### config.mk
export PLATFORM = sky130hd
export DESIGN_NAME = axil_native_initiator
export DESIGN_NICKNAME = d
export VERILOG_FILES = /design/src/rtl/axil_pkg.sv /design/src/rtl/axil_watchdog.sv /design/src/rtl/axil_native_initiator.sv
export SDC_FILE = /design/constraint.sdc
export NUM_CORES = 1
export LEC_CHECK = 0
export CAP_MARGIN = 20
export CORE_MARGIN = 2
export CORE_UTILIZATION = 35
export CTS_CLUSTER_SIZE = 14
export DETAILED_ROUTE_END_ITERATION = 16
export PLACE_DENSITY = 0.77
export SLEW_MARGIN = 15
export SYNTH_ARGS = -nofsm -noshare
export SYNTH_HDL_FRONTEND = slang
export SYNTH_SLANG_ARGS = --single-unit
### constraint.sdc
create_clock -name clk -period 1.72 [get_ports clk]
set_clock_uncertainty 0.1 [all_clocks]
set_input_delay 0.172 -clock clk [delete_from_list [all_inputs] [get_ports clk]]
set_output_delay 0.172 -clock clk [all_outputs]
set_load 0.01 [all_outputs]
### src/rtl/axil_pkg.sv
// axil_pkg: shared AXI4-Lite response codes, prot bit index and initiator state encoding
package axil_pkg;
    localparam logic [1:0] OKAY   = 2'b00;
    localparam logic [1:0] EXOKAY = 2'b01;
    localparam logic [1:0] SLVERR = 2'b10;
    localparam logic [1:0] DECERR = 2'b11;
    localparam int PROT_INSN = 2;
    typedef enum logic [2:0] {IDLE, RD_ADDR, RD_DATA, WR_REQ, WR_RESP, DONE} init_state_t;
    function automatic logic [2:0] prot_of(input logic instr);
        prot_of = 3'b000;
        prot_of[PROT_INSN] = instr;
    endfunction
endpackage

### src/rtl/axil_watchdog.sv
// axil_watchdog: saturating outstanding-cycle counter; ports clk, resetn (async low), clr, en, expired
module axil_watchdog #(
    parameter int TIMEOUT_CYCLES = 0
) (
    input  logic clk,
    input  logic resetn,
    input  logic clr,
    input  logic en,
    output logic expired
);
    localparam int W = TIMEOUT_CYCLES > 0 ? $clog2(TIMEOUT_CYCLES + 1) : 1;
    localparam logic [W-1:0] LIM = W'(TIMEOUT_CYCLES);
    logic [W-1:0] cnt;
    always_ff @(posedge clk or negedge resetn)
        if (!resetn) cnt <= '0;
        else if (clr) cnt <= '0;
        else if (en && cnt != LIM) cnt <= cnt + 1'b1;
    // high on the edge where the count reaches the limit (and while saturated),
    // so a sticky flag fed from it is set after the limit-th outstanding cycle
    assign expired = (TIMEOUT_CYCLES != 0) && en && (cnt >= LIM - 1'b1);
endmodule

### src/rtl/axil_native_initiator.sv
// axil_native_initiator: native mem_valid/mem_ready request to one AXI4-Lite read or write.
// Ports: clk, resetn (async low); mem_* native request/completion; m_aw/m_w/m_b/m_ar/m_r
// AXI4-Lite initiator channels; bus_err (sticky non-OKAY response); bus_timeout (sticky watchdog).
module axil_native_initiator
    import axil_pkg::*;
#(
    parameter int TIMEOUT_CYCLES = 0,
    parameter int ADDR_W = 32
) (
    input  logic              clk,
    input  logic              resetn,
    input  logic              mem_valid,
    input  logic              mem_instr,
    input  logic [ADDR_W-1:0] mem_addr,
    input  logic [31:0]       mem_wdata,
    input  logic [3:0]        mem_wstrb,
    output logic              mem_ready,
    output logic [31:0]       mem_rdata,
    output logic              m_awvalid,
    input  logic              m_awready,
    output logic [ADDR_W-1:0] m_awaddr,
    output logic [2:0]        m_awprot,
    output logic              m_wvalid,
    input  logic              m_wready,
    output logic [31:0]       m_wdata,
    output logic [3:0]        m_wstrb,
    input  logic              m_bvalid,
    output logic              m_bready,
    input  logic [1:0]        m_bresp,
    output logic              m_arvalid,
    input  logic              m_arready,
    output logic [ADDR_W-1:0] m_araddr,
    output logic [2:0]        m_arprot,
    input  logic              m_rvalid,
    output logic              m_rready,
    input  logic [31:0]       m_rdata,
    input  logic [1:0]        m_rresp,
    output logic              bus_err,
    output logic              bus_timeout
);
    init_state_t       state;
    logic [ADDR_W-1:0] addr_q;
    logic [31:0]       wdata_q;
    logic [3:0]        wstrb_q;
    logic              instr_q;
    logic              wd_expired;

    axil_watchdog #(.TIMEOUT_CYCLES(TIMEOUT_CYCLES)) u_wd (
        .clk     (clk),
        .resetn  (resetn),
        .clr     (state == IDLE),
        .en      (state != IDLE),
        .expired (wd_expired)
    );

    // AXI payloads come only from the request latched at acceptance
    assign m_awaddr = addr_q;
    assign m_araddr = addr_q;
    assign m_awprot = 3'b000;
    assign m_arprot = prot_of(instr_q);
    assign m_wdata  = wdata_q;
    assign m_wstrb  = wstrb_q;

    always_ff @(posedge clk or negedge resetn) begin
        if (!resetn) begin
            state       <= IDLE;
            addr_q      <= '0;
            wdata_q     <= '0;
            wstrb_q     <= '0;
            instr_q     <= 1'b0;
            m_awvalid   <= 1'b0;
            m_wvalid    <= 1'b0;
            m_bready    <= 1'b0;
            m_arvalid   <= 1'b0;
            m_rready    <= 1'b0;
            mem_ready   <= 1'b0;
            mem_rdata   <= '0;
            bus_err     <= 1'b0;
            bus_timeout <= 1'b0;
        end else begin
            mem_ready <= 1'b0;
            if (wd_expired) bus_timeout <= 1'b1;
            case (state)
                IDLE: if (mem_valid && !mem_ready) begin
                    addr_q  <= mem_addr;
                    wdata_q <= mem_wdata;
                    wstrb_q <= mem_wstrb;
                    instr_q <= mem_instr;
                    if (mem_wstrb == 4'b0000) begin
                        m_arvalid <= 1'b1;
                        state     <= RD_ADDR;
                    end else begin
                        m_awvalid <= 1'b1;
                        m_wvalid  <= 1'b1;
                        state     <= WR_REQ;
                    end
                end
                RD_ADDR: if (m_arready) begin
                    m_arvalid <= 1'b0;
                    m_rready  <= 1'b1;
                    state     <= RD_DATA;
                end
                RD_DATA: if (m_rvalid) begin
                    m_rready  <= 1'b0;
                    mem_rdata <= m_rdata;
                    if (m_rresp != OKAY) bus_err <= 1'b1;
                    state     <= DONE;
                end
                WR_REQ: begin
                    if (m_awready) m_awvalid <= 1'b0;
                    if (m_wready) m_wvalid <= 1'b0;
                    // a channel is finished if it handshook earlier or handshakes on this edge
                    if ((!m_awvalid || m_awready) && (!m_wvalid || m_wready)) begin
                        m_bready <= 1'b1;
                        state    <= WR_RESP;
                    end
                end
                WR_RESP: if (m_bvalid) begin
                    m_bready <= 1'b0;
                    if (m_bresp != OKAY) bus_err <= 1'b1;
                    state    <= DONE;
                end
                DONE: begin
                    mem_ready <= 1'b1;
                    state     <= IDLE;
                end
                default: state <= IDLE;
            endcase
        end
    end
endmodule

# ---- After elaboration in Yosys (flattened, before gate mapping)
# Cells that the tools add are included.
dict set report totals {
  register_bits 111
  latchBits 0
  ramBits 0
  romBits 0
  in_bits 113
  out_inout_bits 146
  elab_cells 83
  mem_count 0
}
dict set report classes {
  n_addsub 0
  multipliers 0
  div 0
  n_lt_le_gt_ge 0
  n_eq_ne 16
  n_shift 0
  muxes 29
  bitwise_logic 0
  reduce_logical 25
}
# op count
set ops {}
lappend ops {{2-bit != test (second input constant)} 11}
lappend ops {{1-bit 2-to-1 mux} 16}
lappend ops {{3-bit 2-to-1 mux} 5}
lappend ops {{3-bit one-hot mux with 5 select lines} 1}
lappend ops {{2-bit nonzero test} 7}
lappend ops {{1-bit one-hot mux with 2 select lines} 6}
lappend ops {{4-bit AND reduction} 3}
lappend ops {{5-bit AND reduction} 2}
lappend ops {{3-bit by 2-bit == test with 1-bit output (second input constant)} 2}
lappend ops {{3-bit == test (second input constant)} 2}
lappend ops {{3-bit AND reduction} 2}
lappend ops {{4-bit logical NOT} 1}
lappend ops {{2-bit AND reduction} 2}
lappend ops {{3-bit by 1-bit == test with 1-bit output (second input constant)} 1}
lappend ops {{1-bit logical NOT} 3}
lappend ops {{3-bit logical NOT} 1}
lappend ops {{1-bit logical AND} 2}
lappend ops {{1-bit logical OR} 2}
lappend ops {{2-bit 2-to-1 mux} 1}

# ---- Longest topological paths before layout
# Gate-level depths: netlist of run 1.
dict set report logic_depth {
  ltp_word 5
  ltp_mapped 7
  ltp_nobuf 4
}

# ---- By module
# From an unflattened synthesis of run 1, not the netlist that was laid out.
dict set report hier_totals {
  cells_unflattened 317
  area_unflattened_um2 5089.9
}
# mod instances cells_each area_each_um2 seq_area_each_um2
set modules_own_cells {}
lappend modules_own_cells {axil_native_initiator 1 315 5078.6 2802.7}
lappend modules_own_cells {axil_watchdog 1 2 11.3 0.0}

# ---- Worst setup path after synthesis of run 1
# OpenSTA, ideal clock, no wires.
dict set report synth_timing {
  path_type {register -> register}
  from {reg state[0]}
  to {reg state[0]}
  setup_time_ps 125
  arrival_time_ps 1631
  t_required_ps 1495
  path_slack_ps -136
  stages_incl_launch_ff 5
  path_buffers 1
  synth_period_minus_slack_ps 1856
  cell_sequence {dfrtp_1 > buf_6 > or3b_4 > a222oi_1 > mux2_2}
}
dict set report synth_between {
  elab_chain_cells 3
  elab_cells_between_ends 12
  classes_between {eq/ne (9); mux (1); reduce/logical (2)}
}
# item line_no
set synth_rtl {}
lappend synth_rtl {{start: declaration} axil_native_initiator.sv:41} ;# init_state_t state;
lappend synth_rtl {{start signal: assignment} axil_native_initiator.sv:66} ;# state <= IDLE;
lappend synth_rtl {{start signal: assignment} axil_native_initiator.sv:91} ;# state <= RD_ADDR;
lappend synth_rtl {{start signal: assignment} axil_native_initiator.sv:95} ;# state <= WR_REQ;
lappend synth_rtl {{3-bit by 2-bit == test with 1-bit output, or another cell as far along} axil_native_initiator.sv:83} ;# case (state)
lappend synth_rtl {{2-bit != test (no source line)} --}
lappend synth_rtl {{5-bit AND reduction (no source line)} --}
# Parallel ways exist; a longest one is shown, timed or not.
# A chain may end at the register's enable or synchronous reset.

# ---- Final worst setup path of run 1
dict set report layout_timing {
  from {reg mem_ready}
  to {reg state[1]}
}
dict set report layout_between {
  elab_chain_cells 4
}
# item line_no
set layout_rtl {}
lappend layout_rtl {{start: declaration} axil_native_initiator.sv:17} ;# output logic mem_ready,
lappend layout_rtl {{start signal: assignment} axil_native_initiator.sv:76} ;# mem_ready <= 1'b0;
lappend layout_rtl {{start signal: assignment} axil_native_initiator.sv:81} ;# mem_ready <= 1'b0;
lappend layout_rtl {{start signal: assignment} axil_native_initiator.sv:124} ;# mem_ready <= 1'b1;
lappend layout_rtl {{1-bit logical NOT} axil_native_initiator.sv:84} ;# IDLE: if (mem_valid && !mem_ready) begin
lappend layout_rtl {{1-bit logical AND} axil_native_initiator.sv:84}
lappend layout_rtl {{2-bit != test (no source line)} --}
lappend layout_rtl {{5-bit AND reduction (no source line)} --}
lappend layout_rtl {{end signal: assignment} axil_native_initiator.sv:91}
lappend layout_rtl {{end signal: assignment} axil_native_initiator.sv:95}
lappend layout_rtl {{end signal: assignment} axil_native_initiator.sv:101} ;# state <= RD_DATA;
# Every way passes these cells.

==> results of run 1 <==
-- what timing repair did --
item | CTS | global route
setup endpoints to repair | 104 | 105
setup buffers | 1 | 3
gates resized for setup | 24 | 39
hold buffers | 1 | 0
pin swaps | 18 | 11
gates cloned | 4 | 4
endpoints found under the hold margin | 111 | 0
-- tightest hold or removal path, delay by kind of cell --
kind / cells / cell delay (ns)
buf+inv: 3 / 0.88
-- per-stage QoR --
stage / area (µm²) / cells / hold WS (ns) / TNS [ns]
after detailed placement: 7180 / 841 / 0.0741 / -32.19
after CTS: 7640 / 862 / 0.233 / -5.01
after global placement: 7180 / 841 / 0.0646 / -28.71
after floorplan: 4660 / 457 / -0.224 / -7.39
after global routing: 7880 / 869 / 0.245 / -9.40
final: 7880 / 869 / 0.237 / -4.12
-- where the power goes --
group	internal (W)	total (W)	switching, W
logic	0.00442	0.00747	0.00305
registers	0.00387	0.00477	0.000904
clock network	0.00101	0.00196	0.000944
-- layer usage --
metal	global-route usage, %	vias to the layer above
met5	0	-
met1	20.4	1934
met3	6.81	16
met2	34.2	186
met4	6.40	0
li1	-	1856
-- flip-flops by register name (all words and copies together) (netlist names), 3 cells and up --
register   cells
state          3
m_wdata       32
m_araddr      32
m_wstrb        4
mem_rdata     32
-- logic make-up (layout without fill, tap and decap cells) --
group / after synthesis / after routing / share of synthesized area, %
AOI/OAI and AO/OA: 17 / 17 / 2.76
buffers and inverters: 65 / 305 / 9.03
other: 1 / 6 / 0.0818
DFF: 111 / 111 / 60.6
and+or+nand+nor: 224 / 224 / 19.2
muxes: 34 / 34 / 8.35
-- placed cells by master, fill, tap and decap left out, drive strengths merged, types with 2 or more instances in the layout --
cell           instances
buf                   31
clkinvlp               2
a31oi                  2
mux2                  34
clkdlybuf4s50        250
clkinv                 2
clkbuf                14
inv                    5
conb                   6
a211oi                 2
dfrtp                111
nor2                   5
a21oi                  3
nand2                209
o21ai                  2
nor2b                  2
-- final cells by class --
type                            instances  area (µm²)
Clock inverter                          5        33.8
Multi-Input combinational cell        281        1590
Tap cell                              172         215
Fill cell                            1026        4840
Inverter                                4        15.0
Sequential cell                       111        2780
Timing Repair Buffer                  286        3020
Clock buffer                           10         239
-- how the worst min path moves through the flow --
stage,start,endpoint,slack (ns)
after floorplan,resetn,bus_err,-0.22
after global placement,resetn,m_araddr[20],0.06
after detailed placement,resetn,m_araddr[21],0.07
after CTS,mem_addr[13],m_araddr[13],0.23
after global routing,mem_wdata[9],m_wdata[9],0.25
final,resetn,m_araddr[23],0.24
==> results.py, run 1 <==
metrics = {
    "run_status": {
        "status": "finished with violations",
        "violations": "negative setup slack",
    },
    "setup_path": {
        "worstSetupEndpointType": "register",
        "critPathLaunchType": "register",
        "cp_data_required_time_ns": 1.85,
        "cp_top_family": "simple AND/OR/NAND/NOR gates",
        "crit_arrival_ns": 1.95,
        "crit_slowest_cell": "or3b_4",
        "r2r-end": "state[1]",
        "cp_num_buf_inv": 2,
        "reg2reg_slack_ns": -0.10,
        "r2r_start": "mem_ready",
        "r2r_cells": 5,
        "crit_fanout": 3,
        "crit_cells": 5,
        "max_stage_delay_ns": 0.40,
        "crit_type": "register to register",
        "endpoint": "state[1]",
        "crit_chain": "or3b_4 -> buf_6 -> a222oi_1 -> buf_4 -> mux2_4",
        "critPathLaunch": "mem_ready",
    },
    "floorplan": {
        "num_rows": 41,
        "die_y_um": 118,
        "dieArea_mm2": 0.0140,
        "core_mm2": 0.0127,
        "start_util_pct": 36.1,
        "ios": 259,
        "die_w_um": 118,
    },
    "routing": {
        "firstDrtPassIters": 4,
        "wl_per_cell_um": 16.1,
        "drtIter0Drc": 215,
        "via_count": 3992,
        "via_per_inst": 4.59,
        "route.met3.wl_mm": 1.20,
        "m1WireLength_mm": 5.30,
        "top_layer": "met4",
        "ant_nets": 0,
        "drc_errors": 0,
        "met2_wirelength_mm": 7.24,
        "wl_mm": 14.0,
    },
    "logic_synthesis": {
        "avgSynthCellArea_um2": 10.1,
        "synth_common_cells": "209 x nand2_1, 111 x dfrtp_1, 39 x buf_4, 34 x mux2_2, 13 x clkbuf_1",
        "netlist_top_cells_area": "dfrtp_1 61%, nand2_1 17%, mux2_2 8.3%, buf_4 6.4%, clkbuf_1 1.1%",
        "synth-seq-cells": 111,
        "yosysMostFrequentCell": "nand2_1",
        "synthArstFlopShare_pct": 100,
        "synthCells": 452,
        "synth.distinct_cells": 33,
        "yosysTopAreaCell": "dfrtp_1",
        "ys_warn_count": 0,
        "synth_edf_count": 0,
        "ys_seq_area_share_pct": 60.6,
        "synth-main-ff-cell": "dfrtp_1",
        "synth.cell_area_mm2": 0.00459,
        "netlist.area_leader.share_pct": 60.6,
    },
    "cts": {
        "clockBufferDepth": 2,
        "cts.sinks": 111,
        "cts_tree": "yes",
        "root_buffer": "clkbuf_16",
        "cts_htree_levels": 3,
        "clk_latency_ns": 0.35,
        "clk_pin_slew_ns": 0.07,
        "cts_buffers": 9,
    },
    "final_layout": {
        "fin_util_pct": 61.9,
        "num_antenna_cells": 0,
        "drive_gt1_share_pct": 18.5,
        "syn2layout_area_growth_pct": 71.8,
        "layout.nets": 806,
    },
    "global_routing": {
        "grt_use_total_pct": 18.9,
        "grt_max_degree": 72,
        "grt_overflow": 0,
        "grt_pass1_vias": 4150,
        "grt_pass1_wl_mm": 20.9,
        "antenna_found_initial": 0,
    },
    "timing": {
        "drv_slew": 0,
        "finalHoldViolCount": 0,
        "period_share_pct": 106,
        "fmax_mhz": 549,
        "setup_violations": 74,
        "rsz0062_at_grt": "true",
        "timing.final.crit_period_ns": 1.82,
        "setup_ws_ns": -0.102,
    },
    "flow_run": {
        "drv_cap": 0,
    },
    "placed_design": {
        "preCtsSetupSlack_ns": -0.452,
        "post-dp-hpwl_mm": 9.56,
        "numPortBuffers": 252,
        "globalplace.congestion": 0.796,
    },
    "power": {
        "power.total_w": 0.0142,
        "powerDensity_mw_per_mm2": 1800,
        "worst_ir_drop_vdd_v": 0.000861,
        "leakage_nw": 3.58,
    },
    "hold_path": {
        "min-delay-path-class": "primary input to asynchronous set/reset pin",
    },
}
Power figures use the tool's default switching activity.
==> run 2, diff against run 1 <==
--- a/config.mk
+++ b/config.mk
@@ -6,11 +6,11 @@
 export NUM_CORES = 1
 export LEC_CHECK = 0
 export CAP_MARGIN = 20
-export CORE_MARGIN = 2
-export CORE_UTILIZATION = 35
+export CORE_MARGIN = 3
+export CORE_UTILIZATION = 39
 export CTS_CLUSTER_SIZE = 14
 export DETAILED_ROUTE_END_ITERATION = 16
-export PLACE_DENSITY = 0.77
+export PLACE_DENSITY = 0.82
 export SLEW_MARGIN = 15
 export SYNTH_ARGS = -nofsm -noshare
 export SYNTH_HDL_FRONTEND = slang
==> constraint.sdc (replaced) <==
create_clock -name clk -period 1.8 [get_ports clk]
set_clock_uncertainty 0.1 [all_clocks]
set_input_delay 0.18 -clock clk [delete_from_list [all_inputs] [get_ports clk]]
set_output_delay 0.18 -clock clk [all_outputs]
set_load 0.01 [all_outputs]
==> results.py, run 2 (same netlist as run 1, synthesis figures left out) <==
metrics = {
    "routing": {
        "via_per_inst": 4.78,
        "drtIter0Drc": 245,
        "firstDrtPassIters": 5,
        "ant_nets": 0,
        "drc_errors": 0,
        "wl_per_cell_um": 16.2,
        "wl_mm": 13.5,
        "via_count": 3974,
    },
    "run_status": {
        "violations": "negative setup slack",
        "status": "finished with violations",
    },
    "floorplan": {
        "die_y_um": 114,
        "dieArea_mm2": 0.0131,
        "num_rows": 38,
        "core_mm2": 0.0112,
        "die_w_um": 114,
        "ios": 259,
        "start_util_pct": 41.1,
    },
    "setup_path": {
        "critPathLaunch": "state[0]",
        "r2r_start": "state[0]",
        "crit_chain": "or3b_4 -> buf_6 -> a222oi_1 -> buf_4 -> mux2_4",
        "crit_type": "register to register",
        "worstSetupEndpointType": "register",
        "crit_slowest_cell": "dfrtp_1",
        "cp_data_required_time_ns": 1.91,
        "critPathLaunchType": "register",
        "crit_fanout": 3,
        "crit_arrival_ns": 1.97,
        "max_stage_delay_ns": 0.40,
    },
    "final_layout": {
        "syn2layout_area_growth_pct": 65.0,
        "fin_area_mm2": 0.00757,
        "num_antenna_cells": 0,
        "fin_util_pct": 67.7,
        "layout_commonest_cell": "clkdlybuf4s50_1",
        "layout.nets": 801,
        "drive_gt1_share_pct": 12.6,
        "layout_common_cells": "251 x clkdlybuf4s50_1, 209 x nand2_1, 110 x dfrtp_1",
    },
    "flow_run": {
        "drv_cap": 0,
    },
    "timing": {
        "timing.final.crit_period_ns": 1.85,
        "fmax_mhz": 539,
        "period_share_pct": 103,
        "fin_tns_setup_ns": -0.108,
        "tightest_slew_ns": 0.553,
        "drv_slew": 0,
        "setup_ws_ns": -0.0541,
        "setup_violations": 2,
        "rsz0062_at_grt": "true",
        "slew_headroom_pct": 62.8,
        "finalHoldViolCount": 0,
    },
    "placed_design": {
        "post-dp-hpwl_mm": 9.87,
        "globalplace.congestion": 0.868,
        "dpl_cell_area_mm2": 0.00713,
        "preCtsSetupSlack_ns": -0.359,
        "numPortBuffers": 252,
    },
    "power": {
        "leakage_nw": 3.50,
        "power.switching_w": 0.00436,
        "powerDensity_mw_per_mm2": 1720,
        "sw_frac_of_total_pct": 33.4,
        "combinationalPowerShare_pct": 52.1,
        "worst_ir_drop_vdd_v": 0.000947,
        "intPower_w": 0.00869,
        "clkPwrFrac_pct": 13.8,
        "power.total_w": 0.0131,
        "pwr-share-seq_pct": 34.1,
    },
    "cts": {
        "cts_htree_levels": 3,
        "cts_tree": "yes",
        "cts.sinks": 111,
        "root_buffer": "clkbuf_16",
        "clockBufferDepth": 2,
        "clk_pin_slew_ns": 0.07,
        "cts_buffers": 9,
        "clk_latency_ns": 0.33,
    },
    "global_routing": {
        "grt_overflow": 0,
        "antenna_found_initial": 0,
        "grt_pass1_vias": 4106,
        "grt_use_total_pct": 19.7,
        "grt_max_degree": 60,
        "grt_pass1_wl_mm": 20.5,
    },
    "hold_path": {
        "min-delay-start": "mem_addr[21]",
        "min-delay-path-class": "primary input to register",
    },
}
## run 2: repair_timing
item / 4_1_cts / 5_1_grt
hold endpoints to repair: 111 / 0
setup endpoints to repair: 105 / 94
pin swaps: 1 / 0
setup buffers: 4 / 2
resized for setup: 5 / 4
hold buffers: 1 / 0
cloned: 1 / 2
## run 2: final timing paths
| path | endpoint | slack (ns) | cells after the start |
|---|---|---|---|
| min in group asynchronous | mem_rdata[9] | 0.30 | 3 |
| max reg2reg | state[0] | -0.05 | 5 |
| min reg2reg | m_wdata[20] | 0.37 | 2 |
| max in group asynchronous | m_araddr[15] | 1.03 | 3 |
| min | m_araddr[21] | 0.28 | 3 |
| max | state[0] | -0.05 | 5 |
## run 2: area by class of cell
cell class,instances,area (µm²)
timing repair buffer,281,2890
fill,841,3600
sequential,111,2780
multi-input combinational,281,1450
inverter,4,15.0
clock inverter,1,5.00
tap,140,175
clock buffer,13,260
## run 2: worst max-delay path: cells and delay by family, from the launching register on
kind | cells | cell delay, ns
buf+inv | 2 | 0.32
flops | 1 | 0.40
compound gates | 1 | 0.23
mux | 1 | 0.29
simple gates | 1 | 0.39
## run 2: power groups by stage
stage / Sequential, W / Combinational, W / Clock (W)
3_5_place_dp: 0.00451 / 0.00652 / 0
2_1_floorplan: 0.00492 / 0.00257 / 0
4_1_cts: 0.00446 / 0.00671 / 0.00185
6_report: 0.00445 / 0.00680 / 0.00180
5_1_grt: 0.00462 / 0.00733 / 0.00197
3_3_place_gp: 0.00442 / 0.00636 / 0
## run 2: routing by layer
layer	vias up	part of all wire (%)	GRT usage, %
met5	-	0	0
met4	0	1.5	6.02
met3	16	10	6.13
met2	196	54	36.2
met1	1925	35	21.7
li1	1837	-	-
## run 2: stage by stage
stage / std cells / hold WS [ns]
final: 831 / 0.278
after global routing: 831 / 0.275
after CTS: 827 / 0.263
after detailed placement: 807 / 0.112
after global placement: 807 / 0.107
after floorplan: 457 / -0.216
